<file path="src/rtl/proc_program_sequencer_if.sv">
// ROM and processor-side bus for the program sequencer.
// Master is the sequencer; slave is the ROM/processor pair.
interface proc_program_sequencer_if #(
  parameter int unsigned ADDR_W = 5
);
  logic [ADDR_W-1:0] rom_addr;
  logic [15:0]       rom_data;
  logic [15:0]       proc_din;
  logic              proc_run;
  logic              proc_done;

  modport master (
    output rom_addr, proc_din, proc_run,
    input  rom_data, proc_done
  );

  modport slave (
    input  rom_addr, proc_din, proc_run,
    output rom_data, proc_done
  );
endinterface

</file>
<file path="src/rtl/proc_program_sequencer.sv">
// Autonomous instruction feeder: fetches words from a synchronous ROM, issues them
// (plus the mvi immediate) to the register-bank processor and waits for done.
module proc_program_sequencer #(
  parameter int unsigned ADDR_W  = 5,
  parameter int unsigned TIMEOUT = 7
) (
  input  logic                       clock,
  input  logic                       resetn,
  input  logic                       start,
  input  logic                       step_mode,
  input  logic                       step,
  proc_program_sequencer_if.master   bus,
  output logic [ADDR_W-1:0]          pc,
  output logic                       busy,
  output logic                       halted,
  output logic                       error,
  output logic [1:0]                 err_code,
  output logic [7:0]                 instr_count
);

  localparam int unsigned CNT_W = 4;

  localparam logic [3:0] S_IDLE      = 4'd0;
  localparam logic [3:0] S_FETCH     = 4'd1;
  localparam logic [3:0] S_DECODE    = 4'd2;
  localparam logic [3:0] S_FETCH_IMM = 4'd3;
  localparam logic [3:0] S_IMM_LATCH = 4'd4;
  localparam logic [3:0] S_ISSUE     = 4'd5;
  localparam logic [3:0] S_WAIT_DONE = 4'd6;
  localparam logic [3:0] S_STEP_WAIT = 4'd7;
  localparam logic [3:0] S_HALTED    = 4'd8;
  localparam logic [3:0] S_ERROR     = 4'd9;

  localparam logic [2:0] OP_MVI  = 3'd1;
  localparam logic [2:0] OP_HALT = 3'd7;

  localparam logic [1:0] ERR_NONE    = 2'd0;
  localparam logic [1:0] ERR_ILLEGAL = 2'd1;
  localparam logic [1:0] ERR_TIMEOUT = 2'd2;
  localparam logic [1:0] ERR_NO_IMM  = 2'd3;

  logic [3:0]        state_q,       state_d;
  logic [ADDR_W-1:0] pc_q,          pc_d;
  logic [ADDR_W-1:0] rom_addr_q,    rom_addr_d;
  logic [15:0]       instr_q,       instr_d;
  logic [15:0]       imm_q,         imm_d;
  logic [15:0]       proc_din_q,    proc_din_d;
  logic              proc_run_q,    proc_run_d;
  logic [CNT_W-1:0]  tmo_q,         tmo_d;
  logic [1:0]        err_code_q,    err_code_d;
  logic [7:0]        instr_count_q, instr_count_d;
  logic              busy_q,        busy_d;
  logic              halted_q,      halted_d;
  logic              error_q,       error_d;

  logic pc_last_c;
  assign pc_last_c = (pc_q == {ADDR_W{1'b1}});

  // Next-state logic; registered outputs are derived from the next state so they
  // line up with the state they describe.
  always_comb begin
    state_d       = state_q;
    pc_d          = pc_q;
    instr_d       = instr_q;
    imm_d         = imm_q;
    tmo_d         = tmo_q;
    err_code_d    = err_code_q;
    instr_count_d = instr_count_q;

    case (state_q)
      S_IDLE, S_HALTED, S_ERROR: begin
        if (start) begin
          state_d       = S_FETCH;
          pc_d          = '0;
          err_code_d    = ERR_NONE;
          instr_count_d = '0;
        end
      end
      S_FETCH: state_d = S_DECODE;
      S_DECODE: begin
        instr_d = bus.rom_data;
        case (bus.rom_data[15:13])
          OP_HALT: state_d = S_HALTED;
          3'd4, 3'd5, 3'd6: begin
            state_d    = S_ERROR;
            err_code_d = ERR_ILLEGAL;
          end
          OP_MVI: begin
            if (pc_last_c) begin
              state_d    = S_ERROR;
              err_code_d = ERR_NO_IMM;
            end else begin
              pc_d    = pc_q + ADDR_W'(1);
              state_d = S_FETCH_IMM;
            end
          end
          default: state_d = S_ISSUE;
        endcase
      end
      S_FETCH_IMM: state_d = S_IMM_LATCH;
      S_IMM_LATCH: begin
        imm_d   = bus.rom_data;
        state_d = S_ISSUE;
      end
      S_ISSUE: begin
        tmo_d   = '0;
        state_d = S_WAIT_DONE;
      end
      S_WAIT_DONE: begin
        // done takes priority over an expiring timeout in the same cycle
        if (bus.proc_done) begin
          if (instr_count_q != 8'hFF) instr_count_d = instr_count_q + 8'd1;
          if (pc_last_c) begin
            state_d = S_HALTED;
          end else begin
            pc_d    = pc_q + ADDR_W'(1);
            state_d = step_mode ? S_STEP_WAIT : S_FETCH;
          end
        end else begin
          tmo_d = tmo_q + CNT_W'(1);
          if (tmo_d == CNT_W'(TIMEOUT)) begin
            state_d    = S_ERROR;
            err_code_d = ERR_TIMEOUT;
          end
        end
      end
      S_STEP_WAIT: begin
        if (step || !step_mode) state_d = S_FETCH;
      end
      default: state_d = S_IDLE;
    endcase

    rom_addr_d = pc_d;
    proc_run_d = (state_d == S_ISSUE);

    proc_din_d = proc_din_q;
    if (state_d == S_IDLE) begin
      proc_din_d = '0;
    end else if (state_d == S_ISSUE) begin
      proc_din_d = instr_d;
    end else if (state_d == S_WAIT_DONE) begin
      proc_din_d = (instr_d[15:13] == OP_MVI) ? imm_d : instr_d;
    end

    busy_d   = !((state_d == S_IDLE) || (state_d == S_HALTED) || (state_d == S_ERROR));
    halted_d = (state_d == S_HALTED);
    error_d  = (state_d == S_ERROR);
  end

  always_ff @(posedge clock) begin
    if (!resetn) begin
      state_q       <= S_IDLE;
      pc_q          <= '0;
      rom_addr_q    <= '0;
      instr_q       <= '0;
      imm_q         <= '0;
      proc_din_q    <= '0;
      proc_run_q    <= 1'b0;
      tmo_q         <= '0;
      err_code_q    <= ERR_NONE;
      instr_count_q <= '0;
      busy_q        <= 1'b0;
      halted_q      <= 1'b0;
      error_q       <= 1'b0;
    end else begin
      state_q       <= state_d;
      pc_q          <= pc_d;
      rom_addr_q    <= rom_addr_d;
      instr_q       <= instr_d;
      imm_q         <= imm_d;
      proc_din_q    <= proc_din_d;
      proc_run_q    <= proc_run_d;
      tmo_q         <= tmo_d;
      err_code_q    <= err_code_d;
      instr_count_q <= instr_count_d;
      busy_q        <= busy_d;
      halted_q      <= halted_d;
      error_q       <= error_d;
    end
  end

  assign bus.rom_addr = rom_addr_q;
  assign bus.proc_din = proc_din_q;
  assign bus.proc_run = proc_run_q;
  assign pc           = pc_q;
  assign busy         = busy_q;
  assign halted       = halted_q;
  assign error        = error_q;
  assign err_code     = err_code_q;
  assign instr_count  = instr_count_q;

endmodule

</file>
<file path="src/flat_wrapper.sv">
// flat-port wrapper written by rule: the top's interface ports become plain ports
module proc_program_sequencer_flat 
#(
  parameter int unsigned ADDR_W  = 5,
  parameter int unsigned TIMEOUT = 7
)
  (clock, resetn, start, step_mode, step, pc, busy, halted, error, err_code, instr_count, bus_rom_addr, bus_proc_din, bus_proc_run, bus_rom_data, bus_proc_done);
  proc_program_sequencer_if #(.ADDR_W(ADDR_W)) bus_i ();
  input  logic clock;
  input  logic resetn;
  input  logic start;
  input  logic step_mode;
  input  logic step;
  output logic [ADDR_W-1:0] pc;
  output logic busy;
  output logic halted;
  output logic error;
  output logic [1:0] err_code;
  output logic [7:0] instr_count;
  output wire logic [$bits(bus_i.rom_addr)-1:0] bus_rom_addr;
  output wire logic [$bits(bus_i.proc_din)-1:0] bus_proc_din;
  output wire logic [$bits(bus_i.proc_run)-1:0] bus_proc_run;
  input wire logic [$bits(bus_i.rom_data)-1:0] bus_rom_data;
  input wire logic [$bits(bus_i.proc_done)-1:0] bus_proc_done;
  assign bus_rom_addr = bus_i.rom_addr;
  assign bus_proc_din = bus_i.proc_din;
  assign bus_proc_run = bus_i.proc_run;
  assign bus_i.rom_data = bus_rom_data;
  assign bus_i.proc_done = bus_proc_done;
  proc_program_sequencer #(.ADDR_W(ADDR_W), .TIMEOUT(TIMEOUT)) u_core (.clock(clock), .resetn(resetn), .start(start), .step_mode(step_mode), .step(step), .bus(bus_i), .pc(pc), .busy(busy), .halted(halted), .error(error), .err_code(err_code), .instr_count(instr_count));
endmodule
</file>
<file path="config.mk">
export PLATFORM = sky130hd
export DESIGN_NAME = proc_program_sequencer_flat
export DESIGN_NICKNAME = d
export VERILOG_FILES = /design/src/rtl/proc_program_sequencer_if.sv /design/src/rtl/proc_program_sequencer.sv /design/src/flat_wrapper.sv
export SDC_FILE = /design/constraint.sdc
export NUM_CORES = 1
export LEC_CHECK = 0
export CORE_AREA = 2 2 87 89
export DETAILED_ROUTE_END_ITERATION = 7
export DIE_AREA = 0 0 89 91
export PLACE_DENSITY = 0.83
export SYNTH_ARGS = -nofsm -noshare
export SYNTH_HDL_FRONTEND = slang
export SYNTH_SLANG_ARGS = --single-unit
</file>
<file path="constraint.sdc">
create_clock -name clock -period 3.25 [get_ports clock]
set_input_delay 0.975 -clock clock [delete_from_list [all_inputs] [get_ports clock]]
set_output_delay 0.975 -clock clock [all_outputs]
set_load 0.01 [all_outputs]
</file>
==> results of run 1 <==
-- power breakdown --
part           total [uW]  switching, uW  internal, uW  leakage (uW)
logic                 356            179           177      0.000963
registers             983           32.0           952      0.000607
clock network         759            361           398      0.000102
-- worst paths after layout --
path | cells past startpoint | to | slack [ns]
hold / removal | 2 | u_core.err_code[1] | 0.44
setup reg to reg | 7 | u_core.bus.proc_din[10] | 0.37
hold reg to reg | 2 | u_core.err_code[1] | 0.44
setup / recovery | 8 | u_core.bus.proc_din[10] | 0.27
-- cells in the mapped netlist (2+ instances only) --
library cell,instances,area (um2)
nand3b_1,2,15.01
nor2_1,20,75.07
and2b_1,2,15.01
nor3_1,4,20.02
nor3b_1,2,15.01
nor2_2,2,12.51
inv_1,8,30.03
nand3_1,10,50.05
nand2_1,14,52.55
o21ai_0,8,40.04
xnor2_1,2,17.52
a31o_2,2,17.52
buf_6,6,67.56
o31a_1,2,17.52
a41o_1,2,20.02
ha_1,5,62.56
a211oi_1,2,15.01
a21boi_0,6,45.04
buf_2,4,20.02
mux2i_1,48,480.5
and2_1,3,18.77
nand2b_1,6,37.54
a21o_1,7,52.55
buf_4,7,52.55
clkbuf_1,7,26.28
xor2_1,7,61.31
a21oi_1,8,40.04
a31oi_4,2,42.54
nor2b_1,37,231.5
dfxtp_1,75,1501
and3_1,4,25.02
nor4_1,2,12.51
a32o_1,13,130.1
or3_1,2,12.51
nor3b_2,2,25.02
-- layout make-up --
cell class	instances	area, um2
Sequential cell	75	1501
Tap cell	99	123.9
Clock buffer	11	151.4
Timing Repair Buffer	79	770.7
Fill cell	596	2485
Multi-Input combinational cell	256	2016
Clock inverter	5	58.81
Inverter	8	30.03
-- logic make-up (layout without fill, tap and decap cells) --
group,Yosys count,in the layout,share of synthesized area (%)
and+or+nand+nor,128,128,21.81
DFF,75,75,40.58
AOI/OAI and AO/OA,65,65,15.18
muxes,49,49,13.29
buffers and inverters,32,103,5.309
xor gates and xnor gates,9,9,2.131
adders and majority gates,5,5,1.691
-- critical path: stages --
cell,delay [ns]
clkdlybuf4s50_1,0.52
or3b_4,0.41
a31oi_4,0.24
a21o_1,0.20
nand2b_4,0.15
a31oi_4,0.10
nor2_2,0.44
a32o_1,0.25
-- flip-flops by register name, summed over array words and instances (netlist names), 2 cells and up --
register	cells
u_core.bus.proc_din	16
u_core.err_code	2
u_core.imm_q	16
u_core.instr_count	8
u_core.instr_q	16
u_core.pc	5
u_core.state_q	4
u_core.tmo_q	4
-- per-stage QoR --
| stage | cell area [um2] | setup TNS, ns | total power [uW] | util [%] | hold slack [ns] |
|---|---|---|---|---|---|
| final | 4652 | 0 | 2098 | 65.18 | 0.4436 |
| after global routing | 4652 | 0 | 2192 | 65.18 | 0.4887 |
| after CTS | 4652 | 0 | 2110 | 65.18 | 0.4496 |
| after detailed placement | 4442 | -1.201 | 1359 | 62.24 | 0.4383 |
| after global placement | 4442 | -0.4540 | 1354 | 62.24 | 0.4371 |
| after floorplan | 3700 | 0 | 1238 | - | 0.4652 |
-- metal layers --
layer	vias to the layer above	track usage [%]	part of all wire, %
met5	-	0	0
met2	87	32.65	46
met1	1372	28.21	46
met3	22	5.182	5.3
li1	1420	-	-
met4	0	10.07	2.7
-- cells in the final DEF, fill, tap and decap left out, types with 10 or more instances in the layout --
cell / count
nand2_1: 14
buf_4: 16
mux2i_1: 48
a32o_1: 13
clkbuf_8: 11
dfxtp_1: 75
nand3_1: 10
nor2b_1: 37
clkdlybuf4s50_1: 61
nor2_1: 20
==> flow_summary.toml, run 1 <==
[global_routing]
grt_antenna_before_repair = 0
grt_overflow_total = 0
grt_pass1_wl_um = 13680
grt_max_degree = 62
first_global_vias = 2964
track_usage_pct = 21.41

[sta]
finalHoldViolations = 0
period_needed_ns = 2.982
finClkSkew_ns = 0.009543
fmax_mhz = 335.3
setup_viol = 0
max_slew.worst_pin.slew_ns = 0.7493
rsz0062_at_grt = "false"
setup_slack_ns = 0.2675
final_max_slew_viol_count = 0
slew_headroom_pct = 49.98
fin_crit_sh_pct = 91.77

[die]
core_area_um2 = 7137
num_io_pins = 62
die_w_um = 89
design.die.area_um2 = 8099
rows = 31
initial_core_util_pct = 51.84
die_y_um = 91

[detailed_routing]
dr.pass1.iters = 4
drt_iter0_markers = 142
routed_via_density = 5.443
route.detailed.drc = 0
vias = 2901
wl_per_cell_um = 15.06
wirelength_um = 8028
final_antenna_net_count = 0

[yosys]
synth_cell_types = 65
synth.net_count = 390
synth-edff-count = 0
async_flop_share_pct = 0
yosysWarnings = 0
synth_seq_cells = 75
ys_seq_area_share_pct = 40.58
synth_flop_cell = "dfxtp_1"
postSynthCellCount = 363
avgSynthCellArea_um2 = 10.19
netlist_area_um2 = 3700

[worst_hold_path]
hold_path_class = "register to register"
hp-start = "u_core.err_code[1]"

[clocking]
cts_tree = "built"
cts_resized = 0
cts_buffers = 9
cts_root_buf = "clkbuf_8"
post_cts_buffers = 0
clk_latency_ns = 0.36
clock_sinks = 75
htree_levels = 3
cts.path.max_buffers = 2
clk_pin_slew_ns = 0.08
cts_hold_buf = 0

[critical_path]
setup.worst_path.class = "primary input to register"
crit_required_ns = 3.55
cp_max_fo = 13
arrival_ns = 3.28
reg2reg_from = "u_core.state_q[1]"
crit_path_start = "bus_rom_data[13]"
endpoint_kind = "register"
start_kind = "primary input"

[layout]
antennaDiodeCount = 0
stdcell_count = 533
final_layout_size_suffix_gt1_share_pct = 14.06
num-nets-final = 456
syn_to_final_growth_pct = 25.74

[power]
vdd_drop_max_mv = 0.3342
power_density_nw_per_um2 = 451.1
leakagePower_uw = 0.001671

[place]
detailed_place_hpwl_um = 5627
io_buffers = 61
globalplace.congestion = 0.9228
pre_cts_ws_ns = -0.1101
placedCellCount = 517

[run]
drv_cap = 0

[status]
status = "finished clean"
Note: power is estimated with default switching activity, not from simulation.
==> run 2: changes to the inputs <==
--- a/config.mk
+++ b/config.mk
@@ -5,10 +5,12 @@
 export SDC_FILE = /design/constraint.sdc
 export NUM_CORES = 1
 export LEC_CHECK = 0
-export CORE_AREA = 2 2 87 89
+export CORE_AREA = 2 2 86 88
 export DETAILED_ROUTE_END_ITERATION = 7
-export DIE_AREA = 0 0 89 91
-export PLACE_DENSITY = 0.83
+export DIE_AREA = 0 0 88 90
+export MAX_ROUTING_LAYER = met4
+export PLACE_DENSITY = 0.85
 export SYNTH_ARGS = -nofsm -noshare
 export SYNTH_HDL_FRONTEND = slang
 export SYNTH_SLANG_ARGS = --single-unit
+export TNS_END_PERCENT = 30
==> constraint.sdc (replaced) <==
create_clock -name clock -period 3.6 [get_ports clock]
set_input_delay 1.08 -clock clock [delete_from_list [all_inputs] [get_ports clock]]
set_output_delay 1.08 -clock clock [all_outputs]
set_load 0.01 [all_outputs]
==> run 2 against run 1 <==
  * Sequential share of layout area is 0.97 points higher
  * Routed wire length shrank 1.0%
  * Clock power decreased by 21%
  * Core utilization decreased by 0.86 points
  * Power fell by 15%
  * Register-to-register slack improved by 0.35 ns
  * Largest cell class unchanged
  * Highest routed layer unchanged
==> flow_summary.toml, run 2 (synthesis results as in run 1) <==
[status]
status = "finished clean"

[die]
die_w_um = 88
die_y_um = 90
core_area_um2 = 7020
rows = 31
design.die.area_um2 = 7920
initial_core_util_pct = 52.70
num_io_pins = 62

[power]
leakagePower_uw = 0.001594
p_sw_share_pct = 29.39
switchingPower_uw = 526.5
intPower_uw = 1265
p_comb_share_pct = 16.9
clkPwrFrac_pct = 33.5
vdd_drop_max_mv = 0.3265
power_frac_seq_pct = 49.6
power_density_nw_per_um2 = 396.7

[clocking]
cts_hold_buf = 0
post_cts_buffers = 0
cts_buffers = 9
cts_resized = 0
clock_sinks = 75
htree_levels = 3
cts.path.max_buffers = 2
cts_tree = "built"
clk_latency_ns = 0.36
cts_root_buf = "clkbuf_8"
clk_pin_slew_ns = 0.08

[place]
detailed_place_hpwl_um = 5680
globalplace.congestion = 0.9105
io_buffers = 61

[layout]
final_cell_mix = "75 x dfxtp_1, 61 x clkdlybuf4s50_1, 48 x mux2i_1"
layout_commonest_cell = "dfxtp_1"
antennaDiodeCount = 0
syn_to_final_growth_pct = 22.05
num-nets-final = 445
final_layout_size_suffix_gt1_share_pct = 11.82
final_util_pct = 64.32

[sta]
fmax_mhz = 308.8
max_slew.worst_pin.slew_ns = 0.7053
slew_headroom_pct = 52.92
period_needed_ns = 3.239
finalHoldViolations = 0
rsz0062_at_grt = "false"
fin_tns_setup_ns = 0
final_max_slew_viol_count = 0
fin_crit_sh_pct = 89.96
setup_viol = 0
finClkSkew_ns = 0.009801

[global_routing]
grt_overflow_total = 0
track_usage_pct = 21.69
grt_max_degree = 24
grt_pass1_wl_um = 13220
first_global_vias = 2798
grt_antenna_before_repair = 0

[detailed_routing]
routed_via_density = 5.454
dr.pass1.iters = 4
vias = 2847
wirelength_um = 7947
wl_per_cell_um = 15.22
final_antenna_net_count = 0
drt_iter0_markers = 124
route.detailed.drc = 0

[critical_path]
cp_max_fo = 13
slowest_stage = "clkdlybuf4s50_1"
crit_top_cell = "a31oi_4"
reg2reg_slack_ns = 0.72
arrival_ns = 3.53
crit_required_ns = 3.89
start_kind = "primary input"
setup.worst_path.class = "primary input to register"
endpoint_kind = "register"
path_cells = "clkdlybuf4s50_1 > or3b_4 > a31oi_4 > a21o_1 > nand2b_4 > a31oi_4 > nor2_2 > a32o_1"
slowest_delay_ns = 0.60

[run]
drv_cap = 0

[worst_hold_path]
hold_path_class = "register to register"
-- run 2: final timing paths --
check | start | end | cells past startpoint
hold / removal | u_core.err_code[1] | u_core.err_code[1] | 2
hold reg to reg | u_core.err_code[1] | u_core.err_code[1] | 2
setup reg to reg | u_core.state_q[1] | u_core.bus.proc_din[2] | 7
setup / recovery | bus_rom_data[13] | u_core.bus.proc_din[2] | 8
-- run 2: critical path: cells and delay by family --
family                 cells  cell delay [ns]
AND/OR/NAND/NOR            3             1.02
buffers and inverters      1             0.60
AO/OA/AOI/OAI              4             0.82
-- run 2: metrics by stage --
stage / setup WS (ns) / std cells / hold WS (ns) / area [um2] / power, uW
after floorplan: 0.8559 / 363 / 0.4652 / 3700 / 1118
after global placement: 0.08794 / 506 / 0.4382 / 4334 / 1203
after detailed placement: 0.03613 / 506 / 0.4398 / 4334 / 1210
after CTS: 0.3808 / 522 / 0.4515 / 4516 / 1807
after global routing: 0.2927 / 522 / 0.4870 / 4516 / 1878
final: 0.3614 / 522 / 0.4444 / 4516 / 1791
-- run 2: power groups by stage --
stage	logic, uW	clock network [uW]	registers (uW)
6_report	303	600	889
3_5_place_dp	302	0	908
2_1_floorplan	219	0	899
5_1_grt	329	656	893
4_1_cts	305	614	889
3_3_place_gp	297	0	906
-- run 2: metal layers --
metal	wire length (um)	vias to the layer above	GRT usage, %
li1	-	1404	-
met1	3486	1363	25.66
met2	3997	64	35.61
met3	305	16	5.142
met4	158	0	7.692
met5	0	-	-
-- run 2: cell type report --
cell class	count	area [um2]
flip-flops and latches	75	1501
repair buffers	68	663.1
fillers	589	2505
multi-input cells	256	2016
clock inverters	7	57.56
inverters	8	30.03
clock buffers	9	123.9
well taps	99	123.9
